File: config.mk
export PLATFORM = sky130hd
export DESIGN_NAME = ioctl_streamer
export DESIGN_NICKNAME = d
export VERILOG_FILES = /design/src/rtl/ioctl_streamer.sv
export SDC_FILE = /design/constraint.sdc
export NUM_CORES = 1
export LEC_CHECK = 0
export BUFFER_PORTS_ARGS = -buffer_cell sky130_fd_sc_hd__buf_2
export CELL_PAD_IN_SITES_DETAIL_PLACEMENT = 0
export CELL_PAD_IN_SITES_GLOBAL_PLACEMENT = 1
export CORE_UTILIZATION = 43
export CTS_CLUSTER_DIAMETER = 60
export DETAILED_ROUTE_END_ITERATION = 7
export PLACE_DENSITY = 0.85
export SLEW_MARGIN = 40
export SYNTH_ARGS = -nofsm -noshare
export SYNTH_HDL_FRONTEND = slang
export SYNTH_SLANG_ARGS = --single-unit
File: constraint.sdc
create_clock -name clk -period 5.7 [get_ports clk]
set_input_delay 1.425 -clock clk [delete_from_list [all_inputs] [get_ports clk]]
set_output_delay 1.425 -clock clk [all_outputs]
set_load 0.01 [all_outputs]
File: src/rtl/ioctl_streamer.sv
// ioctl bus driver: byte-stream downloads into ioctl writes, and ioctl reads back out as an upload stream.
// Define IOCTL_STREAM_CHECKSUM_EN to add an 8-bit running checksum output.

module ioctl_streamer #(
  parameter int unsigned WR_GAP     = 4,
  parameter int unsigned UPLOAD_LAT = 2
) (
  input  logic        clk,
  input  logic        reset_n,
  input  logic        cmd_start,
  input  logic        cmd_upload,
  input  logic [7:0]  cmd_index,
  input  logic [24:0] cmd_len,
  output logic        busy,
  output logic        done,
  input  logic [7:0]  s_data,
  input  logic        s_valid,
  output logic        s_ready,
  output logic [7:0]  m_data,
  output logic        m_valid,
  input  logic        m_ready,
  output logic        ioctl_download,
  output logic        ioctl_upload,
  output logic        ioctl_wr,
  output logic [24:0] ioctl_addr,
  output logic [7:0]  ioctl_dout,
  output logic [7:0]  ioctl_index,
  input  logic [7:0]  ioctl_din
`ifdef IOCTL_STREAM_CHECKSUM_EN
  ,
  output logic [7:0]  checksum
`endif
);

  localparam int unsigned CntW = 16;

  typedef enum logic [2:0] {
    StIdle,
    StDlWait,
    StDlStrobe,
    StDlGap,
    StUpWait,
    StUpPush,
    StEnd
  } state_e;

  state_e          state_q, state_d;
  logic [24:0]     addr_q, addr_d;
  logic [24:0]     last_q, last_d;
  logic [7:0]      dout_q, dout_d;
  logic [7:0]      index_q, index_d;
  logic [7:0]      mdata_q, mdata_d;
  logic [CntW-1:0] cnt_q, cnt_d;
  logic [CntW-1:0] gap_end;
  logic            is_last;
  logic            accept;

  assign is_last = (addr_q == last_q);
  assign accept  = (state_q == StIdle) && cmd_start;

  // The wait cycle after an address bump is the final gap cycle, so a streaming download
  // strobes every WR_GAP+1 cycles; after the last byte the full gap elapses before END.
  assign gap_end = is_last ? CntW'(WR_GAP) : CntW'(WR_GAP - 1);

  always_comb begin
    state_d = state_q;
    addr_d  = addr_q;
    last_d  = last_q;
    dout_d  = dout_q;
    index_d = index_q;
    mdata_d = mdata_q;
    cnt_d   = cnt_q;
    unique case (state_q)
      StIdle: begin
        if (accept) begin
          if (cmd_len == '0) begin
            state_d = StEnd;
          end else begin
            addr_d  = '0;
            last_d  = cmd_len - 25'd1;
            index_d = cmd_index;
            cnt_d   = '0;
            state_d = cmd_upload ? StUpWait : StDlWait;
          end
        end
      end
      StDlWait: begin
        if (s_valid) begin
          dout_d  = s_data;
          state_d = StDlStrobe;
        end
      end
      StDlStrobe: begin
        if (!is_last && (WR_GAP == 1)) begin
          addr_d  = addr_q + 25'd1;
          state_d = StDlWait;
        end else begin
          cnt_d   = CntW'(1);
          state_d = StDlGap;
        end
      end
      StDlGap: begin
        if (cnt_q == gap_end) begin
          if (is_last) begin
            state_d = StEnd;
          end else begin
            addr_d  = addr_q + 25'd1;
            state_d = StDlWait;
          end
        end else begin
          cnt_d = cnt_q + CntW'(1);
        end
      end
      StUpWait: begin
        // Capture only once the consumer has had UPLOAD_LAT full cycles on the new address.
        if (cnt_q == CntW'(UPLOAD_LAT)) begin
          mdata_d = ioctl_din;
          state_d = StUpPush;
        end else begin
          cnt_d = cnt_q + CntW'(1);
        end
      end
      StUpPush: begin
        if (m_ready) begin
          if (is_last) begin
            state_d = StEnd;
          end else begin
            addr_d  = addr_q + 25'd1;
            cnt_d   = '0;
            state_d = StUpWait;
          end
        end
      end
      StEnd:   state_d = StIdle;
      default: state_d = StIdle;
    endcase
  end

  always_ff @(posedge clk) begin
    if (!reset_n) begin
      state_q <= StIdle;
      addr_q  <= '0;
      last_q  <= '0;
      dout_q  <= '0;
      index_q <= '0;
      mdata_q <= '0;
      cnt_q   <= '0;
    end else begin
      state_q <= state_d;
      addr_q  <= addr_d;
      last_q  <= last_d;
      dout_q  <= dout_d;
      index_q <= index_d;
      mdata_q <= mdata_d;
      cnt_q   <= cnt_d;
    end
  end

  assign busy           = (state_q != StIdle);
  assign done           = (state_q == StEnd);
  assign s_ready        = (state_q == StDlWait);
  assign ioctl_wr       = (state_q == StDlStrobe);
  assign ioctl_download = (state_q == StDlWait) || (state_q == StDlStrobe) ||
                          (state_q == StDlGap);
  assign ioctl_upload   = (state_q == StUpWait) || (state_q == StUpPush);
  assign m_valid        = (state_q == StUpPush);
  assign m_data         = mdata_q;
  assign ioctl_addr     = addr_q;
  assign ioctl_dout     = dout_q;
  assign ioctl_index    = index_q;

`ifdef IOCTL_STREAM_CHECKSUM_EN
  logic [7:0] csum_q;

  always_ff @(posedge clk) begin
    if (!reset_n) begin
      csum_q <= '0;
    end else if (accept) begin
      csum_q <= '0;
    end else if (ioctl_wr) begin
      csum_q <= csum_q + ioctl_dout;
    end else if (m_valid && m_ready) begin
      csum_q <= csum_q + m_data;
    end
  end

  assign checksum = csum_q;
`endif

endmodule

Word-level counts from Yosys, hierarchy flattened
Index checks and enable logic that the tools add are counted.

Logic and storage cells: 68. Flip-flop bits (word level): 93. Input bits: 55.

Bitwise logic cells: 1. Add/subtract/negate cells: 3. Reduce and logical (&&, ||, !) cells: 15. Mux-type cells: 24. Eq/ne operators: 18.

Operators with widths (count): $mux 25 (5); $mux 16 (6); $pmux 16 s5 (1); $pmux 25 s3 (1); $mux 3 (9); $add 25x1->25 const B (1); $eq 25x25->1 (1); $logic_not 25->1 (1); $sub 25x1->25 const B (1); $pmux 3 s6 (1); $add 16x1->16 const B (1); $eq 16x2->1 const B (1); $eq 16x3->1 (1); $ne 2x2->1 const B (8); $reduce_and 5->1 (2); $eq 3x3->1 const B (3); $reduce_and 7->1 (1); $eq 3x2->1 const B (2); $reduce_bool 3->1 (2); $reduce_bool 5->1 (1); $reduce_and 2->1 (2); $eq 3x1->1 const B (1); $logic_not 3->1 (1); $logic_or 1x1->1 (3); 5 further kinds (5).

Logic depth before layout (Yosys ltp)
Gate-level depths: netlist of the first run.

Depth after elaboration: 5. Depth in mapped cells: 11.

Worst setup path after synthesis of the first run
Ideal clock, no wire load.

Path type: input-to-reg. From: input cmd_len[0]. To: register addr_q[12] (netlist: ioctl_addr[12]). Required time: 5566 ps. Path slack: 1936 ps. Setup time: 134 ps. Arrival time: 3630 ps. Stages on the path: 9. Cells stage by stage: inv_1 ha_1 or4b_2 nor3b_1 and4bb_2 nand2_1 nand2_1 a2111oi_0 or4_1.

Cells in the longest elaborated chain, start to end: 3.

Ends and longest elaborated chain: from (decl) (line 13) `input logic [24:0] cmd_len,`; $logic_not 25->1 (line 76) `if (cmd_len == '0) begin`; $ne 2x2->1 (no line); $reduce_and 5->1 (no line); to (signal assigned) (line 150) `addr_q <= addr_d;`; to (decl) (line 48) `logic [24:0] addr_q, addr_d;`.

No other way between the ends. A chain may end at the register's enable or synchronous reset.

Final worst setup path of the first run
Ends and elaborated chain as after synthesis.

==> qor.csv, run 1 <==
metric,value,unit
CORE AREA,11500,µm²
Final ANT Viol Nets,0,
Tcrit/Tclk final,69.0,%
Initial DRT Pass Iterations,8,
initial antenna violation count,0,
post-synth top area share,36.3,%
final hold vios,0,
max_cap viols,0,
post-synthesis net count,710,
CP Data Required Time,5.92,ns
CTS H-Tree Depth,3,
minimum clock period,3.94,ns
root buf cell,clkbuf_16,
Post-synth EDFFs,0,
first-pass GRT wire length,23400,µm
Final Setup Violations,0,
Slew HR,46.4,%
endpoint class of the critical path,flop,
cell taking the most area after synthesis,dfxtp_1,
yosys warns,0,
IO buf count,110,
gpl congestion,0.835,
DR iter-0 viols,267,
clock slew at reported path FFs,0.06,ns
distinct cell type count after synthesis,61,
critical setup path kind,in2reg,
GR Overflow Total,0,
Worst Tran Pin Value,0.805,ns
"Cell Count, Final, Fillers Out",890,
GRT Util Overall,23.6,%
failing checks,DRC,
"Async S/R FF share, synth",0,%
IO Pins,111,
Post-CTS Setup Repair Bufs,0,
DRC Markers,8,
layout cell share with drive strength beyond 1,20.1,%
post_cts resized,0,
die area,12400,µm²
drt wl/cell,16.1,µm
Via Count,5057,
most common cell in the netlist,dfxtp_1,
CTS buffer count,9,
Sequential cell area,1860,µm²
Leak,2.30,nW
final slew viol count,0,
sequential-to-total area share from yosys stat,36.3,%
CP startpoint kind,input pin,
die height,111,µm
Mean Syn Cell Area,7.87,µm²
CTS Sinks,93,
FMAX,254,MHz
top_reg_cell synth,dfxtp_1,
list of most frequent post-synthesis cells,"dfxtp_1 (93), nand2_1 (88), nor2_1 (80)",
Area contributors post-synth,"dfxtp_1 (36%), xnor2_1 (7.2%), nand2_1 (6.4%)",
worst vdd ir,0.187,mV
Post-DP HPWL,10700,µm
Yosys reg bits,93,
footprint of the multi-input gates,3060,µm²
Worst-Skew Late Latency,0.35,ns
antenna cell count,0,
crit path DAT,4.16,ns
vias in the first global route,4841,
Layout Skew,0.00599,ns
RSZ-0062 raised after global routing,false,
Design Power,2.03,mW
CTS tree,done,
initial core utilization,44.5,%
Syn Std Cell Area,5120,µm²
routed wire length,14300,µm
Syn Inst Count,651,
"Max FO, Critical Path",7,
row count,39,
Area Growth Syn to Fin,19.7,%
PwrDens,331,nW/µm²
status,"finished, violations left",
die width,111,µm
largest net degree at the start of global routing,45,
placed cell count,874,
clock buffer depth,2,
hold buffer count at CTS,0,
total negative setup slack,0,ns
nets,801,
vias per inst,5.68,
Tightest Hold Check Type,reg2reg,
Fill cells,1083,
==> cells by family after synthesis <==
logic type / count (synthesis) / share of synthesized area [%]
AND/OR/NAND/NOR: 283 / 26.1
flip-flops: 93 / 36.3
adder cells (fa/ha/maj): 4 / 0.977
XOR/XNOR: 46 / 7.86
multiplexers: 29 / 5.96
AO/OA/AOI/OAI: 141 / 18.5
buffers and inverters: 55 / 4.27
==> path summary, 6_finish.rpt <==
path | from | endpoint | slack (ns) | cells after the start
setup reg to reg | ioctl_addr[17] | cnt_q[2] | 2.54 | 7
setup / recovery | cmd_len[0] | ioctl_addr[12] | 1.76 | 10
hold / removal | ioctl_index[0] | ioctl_index[0] | 0.46 | 2
hold reg to reg | ioctl_index[0] | ioctl_index[0] | 0.46 | 2
==> cells in the final DEF, fill, tap and decap left out, types with 12 or more instances in the layout <==
master	instances
xnor2_1	42
a31oi_1	15
o21ai_0	28
nor4_1	12
dfxtp_1	93
mux2i_1	26
nand3_1	17
a211oi_1	24
a21oi_1	20
nor2_1	79
buf_2	110
nand2_1	88
nor3_1	30
inv_1	18
==> area by class of cell <==
class	instances	area share, %
Timing Repair Buffer	116	10.2
Multi-Input combinational cell	503	49.9
Clock inverter	6	1.82
Sequential cell	93	30.3
Tap cell	143	2.92
Inverter	19	1.16
Clock buffer	10	3.73
==> state kept, by name, indices dropped and copies added, names as in the netlist <==
register and flops:
cnt_q 16, ioctl_addr 25, ioctl_dout 8, ioctl_index 8
last_q 25, m_data 8, state_q 3
==> per-layer routing <==
| metal | up-vias | share of wire [%] | routed length, µm | global-route usage, % |
|---|---|---|---|---|
| li1 | 2509 | - | - | - |
| met3 | 14 | 6.3 | 900 | 4.81 |
| met2 | 170 | 46 | 6610 | 39.3 |
| met4 | 0 | 1.1 | 159 | 7.48 |
| met1 | 2364 | 46 | 6640 | 30.4 |
| met5 | - | 0 | 0 | 0 |
==> critical path, stage by stage <==
cell	delay [ns]
buf_2	0.12
inv_1	0.05
ha_1	0.21
or4b_2	0.66
nor3b_1	0.23
and4bb_2	0.41
nand2_1	0.14
nand2_1	0.28
a2111oi_0	0.10
or4_1	0.52
==> through the flow <==
step | area [µm²] | worst slack [ns] | hold slack (ns) | utilization, %
after floorplan | 5120 | 1.94 | 0.444 | -
after global placement | 5750 | 1.52 | 0.440 | 49.9
after detailed placement | 5790 | 1.43 | 0.449 | 50.3
after CTS | 6130 | 1.78 | 0.458 | 53.3
after global routing | 6130 | 1.62 | 0.479 | 53.3
final | 6130 | 1.76 | 0.457 | 53.3
==> power breakdown <==
part / internal [mW] / switching [mW] / total (mW)
combinational: 0.221 / 0.321 / 0.542
sequential: 0.721 / 0.0797 / 0.801
clock: 0.429 / 0.259 / 0.688
total: 1.37 / 0.660 / 2.03
Power figures use the tool's default switching activity.
==> run 2: changes to the inputs <==
--- a/config.mk
+++ b/config.mk
@@ -5,13 +5,14 @@
 export SDC_FILE = /design/constraint.sdc
 export NUM_CORES = 1
 export LEC_CHECK = 0
+export ABC_AREA = 1
 export BUFFER_PORTS_ARGS = -buffer_cell sky130_fd_sc_hd__buf_2
 export CELL_PAD_IN_SITES_DETAIL_PLACEMENT = 0
 export CELL_PAD_IN_SITES_GLOBAL_PLACEMENT = 1
-export CORE_UTILIZATION = 43
+export CORE_UTILIZATION = 35
 export CTS_CLUSTER_DIAMETER = 60
 export DETAILED_ROUTE_END_ITERATION = 7
-export PLACE_DENSITY = 0.85
+export PLACE_DENSITY = 0.76
 export SLEW_MARGIN = 40
 export SYNTH_ARGS = -nofsm -noshare
 export SYNTH_HDL_FRONTEND = slang
==> constraint.sdc (replaced) <==
create_clock -name clk -period 3.4 [get_ports clk]
set_input_delay 0.85 -clock clk [delete_from_list [all_inputs] [get_ports clk]]
set_output_delay 0.85 -clock clk [all_outputs]
set_load 0.01 [all_outputs]
==> qor.csv, run 2 <==
metric,value,unit
Area contributors post-synth,"dfxtp_1 (32%), nand2_1 (14%), nor2_1 (11%)",
Via Count,6180,
minimum clock period,2.67,ns
die width,131,µm
GRT Util Overall,20.7,%
FMAX,375,MHz
DR iter-0 viols,381,
yosys warns,0,
first-pass GRT wire length,29000,µm
Leak,3.28,nW
"commonest non-fill, non-tap cells in the layout","nand2_1 (211), nor2_1 (170), buf_2 (110)",
Area Growth Syn to Fin,18.5,%
die height,131,µm
PwrDens,938,nW/µm²
die area,17200,µm²
crit path DAT,2.92,ns
largest net degree at the start of global routing,65,
endpoint class of the critical path,flop,
CTS tree,done,
routed wire length,17200,µm
distinct cell type count after synthesis,38,
DRC Markers,0,
Syn Std Cell Area,5850,µm²
Syn Inst Count,960,
IO Pins,111,
Post-DP HPWL,12900,µm
root buf cell,clkbuf_16,
sequential-to-total area share from yosys stat,31.8,%
"Max FO, Critical Path",28,
most common cell in the netlist,nand2_1,
Mean Syn Cell Area,6.09,µm²
initial antenna violation count,0,
cell taking the most area after synthesis,dfxtp_1,
row count,46,
clock buffer depth,2,
total negative setup slack,0,ns
Worst-Skew Late Latency,0.36,ns
crit-path max cell delay,0.60,ns
post-synth top area share,31.8,%
GR Overflow Total,0,
Final ANT Viol Nets,0,
pre-CTS setup slack,0.399,ns
Tightest Hold Check Type,reg2reg,
CTS Sinks,93,
post-synthesis net count,1019,
critical setup path kind,reg2reg,
CP Data Required Time,3.65,ns
max_cap viols,0,
CORE AREA,16100,µm²
post_cts resized,0,
final hold vios,0,
IO buf count,110,
list of most frequent post-synthesis cells,"nand2_1 (211), nor2_1 (171), inv_1 (100)",
antenna cell count,0,
Layout Skew,0.00688,ns
clock slew at reported path FFs,0.07,ns
worst vdd ir,0.399,mV
nets,1109,
Worst Tran Pin Value,0.788,ns
hold buffer count at CTS,0,
Final Setup Violations,0,
top_reg_cell synth,dfxtp_1,
"Core Util, Final",43.0,%
Yosys reg bits,93,
"Cell Count, Final, Fillers Out",1271,
final setup margin,0.730,ns
Post-CTS Setup Repair Bufs,0,
Slew HR,47.0,%
vias in the first global route,5679,
CTS buffer count,9,
initial core utilization,36.3,%
Initial DRT Pass Iterations,5,
final slew viol count,0,
drt wl/cell,13.5,µm
"commonest non-fill, non-tap cell in the layout",nand2_1,
gpl congestion,0.843,
Crit path top cell by count,inv_2,
status,"complete, no violations",
Post-synth EDFFs,0,
Fin Hold WS,0.439,ns
Critical-path top delay cell,nor2_4,
critical path cell sequence,inv_2 > nor3_4 > nor2_2 > inv_2 > o21ai_1 > nor2_4 > buf_4 > nand3_1 > nand2_1 > nor2_1,
Tcrit/Tclk final,78.5,%
layout cell share with drive strength beyond 1,15.7,%
CP startpoint kind,flop,
vias per inst,4.86,
CTS H-Tree Depth,3,
"Async S/R FF share, synth",0,%
placed cell count,1255,
RSZ-0062 raised after global routing,false,
==> run 2: cell types whose count changed after synthesis, moves of 26 or more <==
| cell | before | now |
|---|---|---|
| nand2_1 | 88 | 211 |
| nor2_1 | 80 | 171 |
| inv_1 | 19 | 100 |
| nand3_1 | 17 | 83 |
| a21oi_1 | 20 | 68 |
| o21ai_0 | 28 | 62 |
| xnor2_1 | 42 | 10 |
| mux2i_1 | 26 | 0 |
==> run 2: critical path, delay by kind of cell (launching register included) <==
family	cells	cell delay, ns
compound gates	1	0.19
buf+inv	3	0.73
flops	1	0.42
simple gates	6	1.20
==> run 2: area by class of cell <==
| cell class | instances | area, µm² |
|---|---|---|
| Tap cell | 216 | 270 |
| Clock inverter | 6 | 93.8 |
| Timing Repair Buffer | 120 | 663 |
| Inverter | 113 | 424 |
| Sequential cell | 93 | 1860 |
| Multi-Input combinational cell | 713 | 3380 |
| Clock buffer | 10 | 239 |
| Fill cell | 1760 | 9180 |
==> run 2: kinds of logic (layout without fill, tap and decap cells) <==
kind of cell | Yosys count | count (layout) | synth area share [%]
simple gates | 535 | 535 | 39.4
buf+inv | 154 | 249 | 10.5
compound gates | 141 | 141 | 12.5
flops | 93 | 93 | 31.8
xor+xnor | 33 | 33 | 4.94
fa+ha+maj | 4 | 4 | 0.856
==> run 2: final timing paths <==
kind,from,endpoint,slack [ns],depth (start not counted)
worst max register to register,state_q[0],ioctl_addr[20],0.73,10
worst max-delay path,state_q[0],ioctl_addr[20],0.73,10
worst min-delay path,m_data[6],m_data[6],0.44,2
worst min register to register,m_data[6],m_data[6],0.44,2
==> run 2: routing by layer <==
metal  GRT usage [%]  part of all wire (%)  vias up
li1                -                     -     3248
met1            29.7                    52     2751
met2            30.7                    41      168
met3            5.59                   6.3       13
met4            4.01                  0.98        0
met5               0                     0        -
==> run 2: report_power, final <==
part	internal [mW]	leakage (nW)	total (mW)	switching, mW
logic	1.26	2.35	3.30	2.04
registers	1.49	0.765	2.05	0.562
clock network	0.673	0.165	1.15	0.477
total	3.42	3.28	6.50	3.08
==> run 2: per-stage QoR <==
stage / instance area, µm² / power, mW
6_report: 6930 / 6.50
3_3_place_gp: 6600 / 5.35
5_1_grt: 6930 / 7.17
2_1_floorplan: 5850 / 4.44
3_5_place_dp: 6600 / 5.36
4_1_cts: 6930 / 6.54
